$ cat src/rtl/wt_dcache_rd_arb_if.sv
`default_nettype none
// ============================================================================
// Module      : wt_dcache_rd_arb_if
// Description : Requester-side bus of the dcache read-port arbiter. Carries
//               per-port request, priority, tag_only flag and the flattened
//               tag/idx/off payloads, plus the one-hot grant back to the ports.
// Ports       : rd_req, rd_prio, rd_tag_only (NumPorts), rd_tag / rd_idx /
//               rd_off (NumPorts * field width, port p at slice p),
//               rd_ack (NumPorts, driven by the arbiter).
// Modports    : master = requester side, slave = arbiter side.
// Revision    : 1.0 - initial release
// ============================================================================
interface wt_dcache_rd_arb_if #(
    parameter int NumPorts            = 3,
    parameter int DCACHE_TAG_WIDTH    = 20,
    parameter int DCACHE_CL_IDX_WIDTH = 8,
    parameter int DCACHE_OFFSET_WIDTH = 4
) ();
    logic [NumPorts-1:0]                     rd_req;
    logic [NumPorts-1:0]                     rd_prio;
    logic [NumPorts-1:0]                     rd_tag_only;
    logic [NumPorts*DCACHE_TAG_WIDTH-1:0]    rd_tag;
    logic [NumPorts*DCACHE_CL_IDX_WIDTH-1:0] rd_idx;
    logic [NumPorts*DCACHE_OFFSET_WIDTH-1:0] rd_off;
    logic [NumPorts-1:0]                     rd_ack;

    modport master (
        output rd_req, rd_prio, rd_tag_only, rd_tag, rd_idx, rd_off,
        input  rd_ack
    );

    modport slave (
        input  rd_req, rd_prio, rd_tag_only, rd_tag, rd_idx, rd_off,
        output rd_ack
    );
endinterface
`default_nettype wire

$ cat src/rtl/wt_dcache_rd_arb.sv
`default_nettype none
// ============================================================================
// Module      : wt_dcache_rd_arb
// Description : Read-port arbiter for the write-through dcache tag/data
//               arrays. Grants at most one read per cycle (starving low-prio
//               port first, then high-prio round-robin, then low-prio
//               round-robin), forwards the winner's payload to the arrays and
//               tags the one-cycle-later response with the winning port.
// Ports       : clk_i, rst_i (sync, active high)
//               rd             requester bus (wt_dcache_rd_arb_if.slave)
//               wr_busy_i      arrays owned by refill/inval/write this cycle
//               mem_*_o        array read enable and muxed payload
//               rsp_vld_o/rsp_port_o  registered response valid / owner
//               starve_o       forced grant this cycle
//               perf_conflict_o / perf_wrstall_o  performance counters
// Options     : WT_DCACHE_RD_ARB_PERF_EN enables the performance counters;
//               otherwise they read as zero and no flops exist.
// Revision    : 1.0 - initial release
// ============================================================================
module wt_dcache_rd_arb #(
    parameter int NumPorts            = 3,
    parameter int StarveLimit         = 8,
    parameter int DCACHE_TAG_WIDTH    = 20,
    parameter int DCACHE_CL_IDX_WIDTH = 8,
    parameter int DCACHE_OFFSET_WIDTH = 4
) (
    input  wire logic                           clk_i,
    input  wire logic                           rst_i,
    wt_dcache_rd_arb_if.slave                   rd,
    input  wire logic                           wr_busy_i,
    output logic                                mem_req_o,
    output logic [DCACHE_TAG_WIDTH-1:0]         mem_tag_o,
    output logic [DCACHE_CL_IDX_WIDTH-1:0]      mem_idx_o,
    output logic [DCACHE_OFFSET_WIDTH-1:0]      mem_off_o,
    output logic                                mem_tag_only_o,
    output logic                                rsp_vld_o,
    output logic [$clog2(NumPorts)-1:0]         rsp_port_o,
    output logic                                starve_o,
    output logic [31:0]                         perf_conflict_o,
    output logic [31:0]                         perf_wrstall_o
);
    localparam int PW = $clog2(NumPorts);
    // Keep at least one bit so StarveLimit=0 still elaborates.
    localparam int CW = (StarveLimit > 0) ? $clog2(StarveLimit + 1) : 1;
    localparam logic [CW-1:0] C_LIMIT = CW'(StarveLimit);

    logic [PW-1:0]       rr_ptr_q, rr_ptr_d;
    logic [CW-1:0]       cnt_q [NumPorts];
    logic [CW-1:0]       cnt_d [NumPorts];
    logic                rsp_vld_q, rsp_vld_d;
    logic [PW-1:0]       rsp_port_q, rsp_port_d;

    logic [NumPorts-1:0] w_hi_cand, w_lo_cand, w_starve_cand, w_sel_cand;
    logic                w_grant;
    logic [PW-1:0]       w_win, w_mux_sel;

    // First candidate found scanning ptr, ptr+1, ... with wrap at NumPorts.
    function automatic logic [PW-1:0] rr_pick(input logic [NumPorts-1:0] cand,
                                              input logic [PW-1:0]       ptr);
        logic [PW-1:0] res;
        logic          found;
        int            idx;
        res   = '0;
        found = 1'b0;
        for (int i = 0; i < NumPorts; i++) begin
            idx = int'(ptr) + i;
            if (idx >= NumPorts) idx = idx - NumPorts;
            for (int j = 0; j < NumPorts; j++) begin
                if (!found && (j == idx) && cand[j]) begin
                    res   = PW'(j);
                    found = 1'b1;
                end
            end
        end
        return res;
    endfunction

    always_comb begin
        w_hi_cand     = '0;
        w_lo_cand     = '0;
        w_starve_cand = '0;
        for (int p = 0; p < NumPorts; p++) begin
            w_hi_cand[p]     = rd.rd_req[p] &  rd.rd_prio[p];
            w_lo_cand[p]     = rd.rd_req[p] & ~rd.rd_prio[p];
            w_starve_cand[p] = (StarveLimit > 0) && w_lo_cand[p] && (cnt_q[p] == C_LIMIT);
        end

        if (|w_starve_cand)  w_sel_cand = w_starve_cand;
        else if (|w_hi_cand) w_sel_cand = w_hi_cand;
        else                 w_sel_cand = w_lo_cand;

        w_grant   = (|w_sel_cand) && !wr_busy_i && !rst_i;
        w_win     = rr_pick(w_sel_cand, rr_ptr_q);
        w_mux_sel = w_grant ? w_win : '0;

        rd.rd_ack = '0;
        if (w_grant) rd.rd_ack[w_win] = 1'b1;
        mem_req_o = w_grant;
        starve_o  = w_grant && (|w_starve_cand);

        // Payload of the winner; port 0 when idle (value is don't care).
        mem_tag_o      = rd.rd_tag[DCACHE_TAG_WIDTH-1:0];
        mem_idx_o      = rd.rd_idx[DCACHE_CL_IDX_WIDTH-1:0];
        mem_off_o      = rd.rd_off[DCACHE_OFFSET_WIDTH-1:0];
        mem_tag_only_o = rd.rd_tag_only[0];
        for (int p = 1; p < NumPorts; p++) begin
            if (w_mux_sel == PW'(p)) begin
                mem_tag_o      = rd.rd_tag[p*DCACHE_TAG_WIDTH +: DCACHE_TAG_WIDTH];
                mem_idx_o      = rd.rd_idx[p*DCACHE_CL_IDX_WIDTH +: DCACHE_CL_IDX_WIDTH];
                mem_off_o      = rd.rd_off[p*DCACHE_OFFSET_WIDTH +: DCACHE_OFFSET_WIDTH];
                mem_tag_only_o = rd.rd_tag_only[p];
            end
        end

        rr_ptr_d = rr_ptr_q;
        if (w_grant) rr_ptr_d = (w_win == PW'(NumPorts - 1)) ? '0 : w_win + PW'(1);

        // Counters measure consecutive unserved cycles of a low-prio request.
        for (int p = 0; p < NumPorts; p++) begin
            if (!rd.rd_req[p] || rd.rd_ack[p] || rd.rd_prio[p]) cnt_d[p] = '0;
            else if (cnt_q[p] != C_LIMIT)                        cnt_d[p] = cnt_q[p] + CW'(1);
            else                                                 cnt_d[p] = cnt_q[p];
        end

        rsp_vld_d  = w_grant;
        rsp_port_d = w_mux_sel;
    end

    always_ff @(posedge clk_i) begin
        if (rst_i) begin
            rr_ptr_q   <= '0;
            rsp_vld_q  <= 1'b0;
            rsp_port_q <= '0;
            for (int p = 0; p < NumPorts; p++) cnt_q[p] <= '0;
        end else begin
            rr_ptr_q   <= rr_ptr_d;
            rsp_vld_q  <= rsp_vld_d;
            rsp_port_q <= rsp_port_d;
            for (int p = 0; p < NumPorts; p++) cnt_q[p] <= cnt_d[p];
        end
    end

    assign rsp_vld_o  = rsp_vld_q;
    assign rsp_port_o = rsp_port_q;

`ifdef WT_DCACHE_RD_ARB_PERF_EN
    logic [31:0] perf_conflict_q, perf_conflict_d;
    logic [31:0] perf_wrstall_q,  perf_wrstall_d;

    always_comb begin
        perf_conflict_d = perf_conflict_q;
        perf_wrstall_d  = perf_wrstall_q;
        if (($countones(rd.rd_req) >= 2) && (perf_conflict_q != 32'hFFFF_FFFF))
            perf_conflict_d = perf_conflict_q + 32'd1;
        if (wr_busy_i && (|rd.rd_req) && (perf_wrstall_q != 32'hFFFF_FFFF))
            perf_wrstall_d = perf_wrstall_q + 32'd1;
    end

    always_ff @(posedge clk_i) begin
        if (rst_i) begin
            perf_conflict_q <= '0;
            perf_wrstall_q  <= '0;
        end else begin
            perf_conflict_q <= perf_conflict_d;
            perf_wrstall_q  <= perf_wrstall_d;
        end
    end

    assign perf_conflict_o = perf_conflict_q;
    assign perf_wrstall_o  = perf_wrstall_q;
`else
    assign perf_conflict_o = 32'h0;
    assign perf_wrstall_o  = 32'h0;
`endif
endmodule
`default_nettype wire

$ cat src/flat_wrapper.sv
// flat-port wrapper written by rule: the top's interface ports become plain ports
module wt_dcache_rd_arb_flat 
#(
    parameter int NumPorts            = 3,
    parameter int StarveLimit         = 8,
    parameter int DCACHE_TAG_WIDTH    = 20,
    parameter int DCACHE_CL_IDX_WIDTH = 8,
    parameter int DCACHE_OFFSET_WIDTH = 4
)
  (clk_i, rst_i, wr_busy_i, mem_req_o, mem_tag_o, mem_idx_o, mem_off_o, mem_tag_only_o, rsp_vld_o, rsp_port_o, starve_o, perf_conflict_o, perf_wrstall_o, rd_rd_req, rd_rd_prio, rd_rd_tag_only, rd_rd_tag, rd_rd_idx, rd_rd_off, rd_rd_ack);
  wt_dcache_rd_arb_if #(.NumPorts(NumPorts), .DCACHE_TAG_WIDTH(DCACHE_TAG_WIDTH), .DCACHE_CL_IDX_WIDTH(DCACHE_CL_IDX_WIDTH), .DCACHE_OFFSET_WIDTH(DCACHE_OFFSET_WIDTH)) rd_i ();
  input  wire logic clk_i;
  input  wire logic rst_i;
  input  wire logic wr_busy_i;
  output logic mem_req_o;
  output logic [DCACHE_TAG_WIDTH-1:0] mem_tag_o;
  output logic [DCACHE_CL_IDX_WIDTH-1:0] mem_idx_o;
  output logic [DCACHE_OFFSET_WIDTH-1:0] mem_off_o;
  output logic mem_tag_only_o;
  output logic rsp_vld_o;
  output logic [$clog2(NumPorts)-1:0] rsp_port_o;
  output logic starve_o;
  output logic [31:0] perf_conflict_o;
  output logic [31:0] perf_wrstall_o;
  input wire logic [$bits(rd_i.rd_req)-1:0] rd_rd_req;
  input wire logic [$bits(rd_i.rd_prio)-1:0] rd_rd_prio;
  input wire logic [$bits(rd_i.rd_tag_only)-1:0] rd_rd_tag_only;
  input wire logic [$bits(rd_i.rd_tag)-1:0] rd_rd_tag;
  input wire logic [$bits(rd_i.rd_idx)-1:0] rd_rd_idx;
  input wire logic [$bits(rd_i.rd_off)-1:0] rd_rd_off;
  output wire logic [$bits(rd_i.rd_ack)-1:0] rd_rd_ack;
  assign rd_i.rd_req = rd_rd_req;
  assign rd_i.rd_prio = rd_rd_prio;
  assign rd_i.rd_tag_only = rd_rd_tag_only;
  assign rd_i.rd_tag = rd_rd_tag;
  assign rd_i.rd_idx = rd_rd_idx;
  assign rd_i.rd_off = rd_rd_off;
  assign rd_rd_ack = rd_i.rd_ack;
  wt_dcache_rd_arb #(.NumPorts(NumPorts), .StarveLimit(StarveLimit), .DCACHE_TAG_WIDTH(DCACHE_TAG_WIDTH), .DCACHE_CL_IDX_WIDTH(DCACHE_CL_IDX_WIDTH), .DCACHE_OFFSET_WIDTH(DCACHE_OFFSET_WIDTH)) u_core (.clk_i(clk_i), .rst_i(rst_i), .rd(rd_i), .wr_busy_i(wr_busy_i), .mem_req_o(mem_req_o), .mem_tag_o(mem_tag_o), .mem_idx_o(mem_idx_o), .mem_off_o(mem_off_o), .mem_tag_only_o(mem_tag_only_o), .rsp_vld_o(rsp_vld_o), .rsp_port_o(rsp_port_o), .starve_o(starve_o), .perf_conflict_o(perf_conflict_o), .perf_wrstall_o(perf_wrstall_o));
endmodule
$ cat config.mk
export PLATFORM = sky130hd
export DESIGN_NAME = wt_dcache_rd_arb_flat
export DESIGN_NICKNAME = d
export VERILOG_FILES = /design/src/rtl/wt_dcache_rd_arb_if.sv /design/src/rtl/wt_dcache_rd_arb.sv /design/src/flat_wrapper.sv
export SDC_FILE = /design/constraint.sdc
export NUM_CORES = 1
export LEC_CHECK = 0
export ABC_AREA = 1
export BUFFER_PORTS_ARGS = -buffer_cell sky130_fd_sc_hd__buf_2
export CORE_UTILIZATION = 36
export DETAILED_ROUTE_END_ITERATION = 16
export PLACE_DENSITY = 0.87
export SLEW_MARGIN = 20
export SYNTH_ARGS = -nofsm -noshare
export SYNTH_HDL_FRONTEND = slang
export SYNTH_SLANG_ARGS = --single-unit
$ cat constraint.sdc
create_clock -name clk_i -period 2.6 [get_ports clk_i]
set_clock_uncertainty 0.2 [all_clocks]
set_input_delay 0.26 -clock clk_i [delete_from_list [all_inputs] [get_ports clk_i]]
set_output_delay 0.26 -clock clk_i [all_outputs]
set_load 0.05 [all_outputs]
# Yosys cells after proc, flatten, opt, wreduce, memory -nomap -nowiden
# Memory sizes are Yosys's and may differ from the RTL's.
# Cells that the tools add are included.
# op_classes
add_sub_neg	9
multipliers	0
div	0
n_lt_le_gt_ge	5
eq_ne	15
shifts	0
n_mux	46
bitwise_logic	12
reduce_logical	49
# ops
operator	count
$eq 2x32->1 const A	3
$eq 3x32->1 const A	3
$logic_not 32->1	3
$mux 32	3
$ge 32x3->1 const B	2
$sub 32x3->32 const B	2
$mux 4	11
$mux 20	2
$logic_and 1x1->1	24
$mux 2	9
$mux 8	2
$mux 1	15
$logic_not 1->1	13
$add 4x1->4 const B	3
$eq 4x4->1 const B	3
$ne 4x4->1 const B	3
$mux 3	3
$reduce_or 3->1	3
$and 1x1->1	6
$logic_or 1x1->1	6
$eq 2x2->1 const B	2
$add 2x1->3 const B	1
$add 2x2->3 const B	1
$lt 2x3->1 const B	1
other kinds (8)	12
# word_totals
ff_bits	5
latchBits	0
ram_bits	12
rom_bits	0
output_inout_bits	105
elab_cells	140
memories	1
# memory_table
memory	words	word_bits	read_ports	rd_ports_with_merged_regs	wr	line_no	text
u_core.cnt_q	3	4	3	0	3	wt_dcache_rd_arb.sv:48	logic [CW-1:0] cnt_q [NumPorts];

# Longest topological paths before layout
# logic_depth
ltp_word	48
depth_mapped	20
mapped_depth_nobuf	19

# Worst setup path before layout
# No wires, ideal clock.
# synth_timing
kind	flip-flop to output port
from	memory u_core.cnt_q[0][4] in the netlist's numbering
to	output mem_idx_o[4]
t_arrival_ps	2438
slack_ps	-298
stages_incl_launch_ff	17
n_path_buf	2
path_cell_list	dfxtp_1 > inv_1 > ha_1 > nand2_1 > nor2_4 > nand2_2 > nand2_2 > nor2_1 > nand2_1 > nand2_2 > nor3_2 > nor3_4 > buf_2 > buf_2 > nand3_1 > nand3_1 > nand2_1
# synth_lines
item	line_no	text
start, declared	wt_dcache_rd_arb.sv:48	
end, declared	flat_wrapper.sv:17	output logic [DCACHE_CL_IDX_WIDTH-1:0] mem_idx_o;

==> flow_metrics.tcl <==
set metrics [dict create \
    cts_made_buffers 3 \
    stdcell_count 731 \
    reg2reg_from "u_core.cnt_q[0][5]$_SDFFE_PP0P_" \
    ys_ff_latch 17 \
    nets 752 \
    synth_common_cells "nand2_1 (121), inv_1 (88), nand3_1 (75)" \
    mappedNetlistArea_mm2 0.00260 \
    seq_area_frac_synth 0.131 \
    rows 30 \
    die_w_um 87.0 \
    rsz0062_at_grt "true" \
    slowest_delay_ns 0.32 \
    whs_ns 0.0227 \
    ys_async_sr_fraction 0 \
    synth_ff_type "dfxtp_1" \
    r2r-end "u_core.cnt_q[0][4]$_SDFFE_PP0P_" \
    fin_crit_sh 1.21 \
    diodes 0 \
    post_synth.cell_area_avg_um2 5.64 \
    worst-path-max-fanout 7 \
    placed_area_mm2 0.00360 \
    cts_tree "built" \
    violations "setup timing" \
    leakagePower_nw 2.72 \
    cts-root-buf "clkbuf_8" \
    routabilityCongestion 0.932 \
    cts_max_path_buffers 2 \
    min_path_cells 2 \
    rrSetupSlack_ns -0.07 \
    grt_pass1_wl_um 13400 \
    place_ws_ns -0.345 \
    area_delta_synth_final_pct 78.6 \
    clkTransAtPathRegs_ns 0.07 \
    initial_core_util 0.378 \
    grt_overflow 0 \
    synth-edff-count 0 \
    finalPower_mw 1.69 \
    hpwl_um 6520 \
    wl_per_cell_um 14.4 \
    cp-start-kind "register" \
    fmax_ghz 0.318 \
    crit_path_end "mem_tag_o[7]" \
    crit_type "register to output pin" \
    io_pins 213 \
    hold_path_class "input port to register" \
    syn_inst 461 \
    io_buffers 148 \
    ant_nets 0 \
    coreArea_mm2 0.00687 \
    drt_iter0_drc 110 \
    maxCapViolations 0 \
    grt_max_degree 34 \
    cp-end-kind "output pin" \
    finalInstanceArea_mm2 0.00464 \
    cts.sinks 17 \
    cts_max_level 1 \
    critical_path_arrival_ns 2.68 \
    first_pass_iters 5 \
    fin_util 0.676 \
    synth_top_area_share 0.194 \
    yosys.area.top_type "buf_4" \
    clock_latency_ns 0.26 \
    cp_cell_sequence "inv_2 > ha_4 > nand2_4 > nor2_4 > nand2_4 > nand2_4 > nor2_4 > nand2_2 > nand2_4 > nand2_4 > nand3_4 > nor2_4 > nand4_1 > nand2_4 > nand2_8 > clkbuf_16 > nand2_2 > nand3_2 > nand2_2 > buf_8" \
    cts.hold.buffers_added 0 \
    power_density_mw_per_mm2 365 \
    crit_slowest_cell "dfxtp_2" \
    slew_viol_final 0 \
    dieArea_mm2 0.00756 \
    post-route-drc-count 0 \
    ys_warn_count 0 \
    layout-drive-gt1-share 0.513 \
    yosysMostFrequentCell "nand2_1" \
    min_period_ns 3.14 \
    finalHoldViolCount 0 \
    rr_worst_depth 19 \
    die_y_um 87.0 \
    routed_wl_um 10500 \
    startpoint "u_core.cnt_q[0][5]$_SDFFE_PP0P_" \
    place_inst 712 \
    worstPathRequired_ns 2.14 \
    viasPerCell 4.66 \
    via_count 3406 \
    vdd_drop_max_mv 0.284 \
    grt_pass1_vias 3089 \
    ys_types 27 \
    status "complete, but fails checks" \
    setup_viol 42 \
    cpMostUsedCell "nand2_4" \
    grt_usage 0.224 \
    setup_ws_ns -0.544 \
    ys_top_cells_by_area "buf_4 (19%), nand2_1 (17%), nand3_1 (14%)" \
    antenna_found_initial 0 \
    fin_setup_tns_ns -18.31 \
]
worst min path at each step:
stage                                     from                         endpoint
2_1_floorplan                            rst_i  u_core.rr_ptr_q[1]$_SDFFE_PP0P_
5_1_grt                              wr_busy_i      u_core.rsp_vld_o$_SDFF_PP0_
3_3_place_gp   u_core.rr_ptr_q[1]$_SDFFE_PP0P_  u_core.rr_ptr_q[1]$_SDFFE_PP0P_
4_1_cts                              wr_busy_i      u_core.rsp_vld_o$_SDFF_PP0_
6_report                             wr_busy_i      u_core.rsp_vld_o$_SDFF_PP0_
3_5_place_dp   u_core.rr_ptr_q[1]$_SDFFE_PP0P_  u_core.rr_ptr_q[1]$_SDFFE_PP0P_
cells by family after synthesis:
logic type	synth area share
other	0.00144
DFF	0.131
xor gates and xnor gates	0.0202
AOI/OAI and AO/OA	0.0323
buffers and inverters	0.358
and+or+nand+nor	0.419
adders and majority gates	0.0385
flip-flops by register name, summed over array words and instances (netlist names):
register	count
u_core.cnt_q	12
u_core.rr_ptr_q	2
u_core.rsp_vld_o	1
u_core.rsp_port_o	2
power breakdown:
group	internal, mW	switching [mW]
logic	0.415	0.796
registers	0.268	0.00362
clock network	0.109	0.101
cell type report:
class | count | area, um^2
inverters | 91 | 349
repair buffers | 187 | 1580
multi-input cells | 336 | 2200
flip-flops and latches | 17 | 347
clock buffers | 4 | 45.0
well taps | 96 | 120
fillers | 513 | 2230
timing repair:
item / CTS / global route
gates resized for setup: 141 / 79
pin swaps: 4 / 27
cloned: 1 / 6
buffers inserted: 3 / 5
endpoints found under the setup margin: 42 / 52
hold endpoints to repair: 0 / 0
worst max-delay path, delay by kind of cell, from the launching register on:
family,cells,cell delay (ns)
buffers and inverters,3,0.40
and+or+nand+nor,16,1.55
DFF,1,0.32
adders and majority gates,1,0.14
layer usage:
metal  GRT usage  vias up  wire length [um]
met5           0        -                 0
li1            -     1603                 -
met3      0.0265       31               682
met4      0.0879        0               314
met1       0.253     1570              3940
met2       0.423      202              5590
layout by cell type (no fill, tap or decap), types with 3 or more instances in the layout:
cell	Yosys	final
a21oi_1	4	3
buf_12	0	6
buf_2	10	110
buf_4	67	24
buf_6	3	7
buf_8	0	35
clkbuf_16	0	4
clkbuf_8	0	3
conb_1	1	64
dfxtp_1	17	12
dfxtp_2	0	5
ha_1	8	6
inv_1	88	83
inv_2	2	6
nand2_1	121	53
nand2_2	5	34
nand2_4	1	39
nand3_1	75	46
nand3_2	1	27
nand3_4	0	3
nand4_1	3	3
nor2_1	28	22
nor2_2	2	3
nor2_4	3	8
o21ai_0	7	7
xor2_1	6	6
Power figures use the tool's default switching activity.
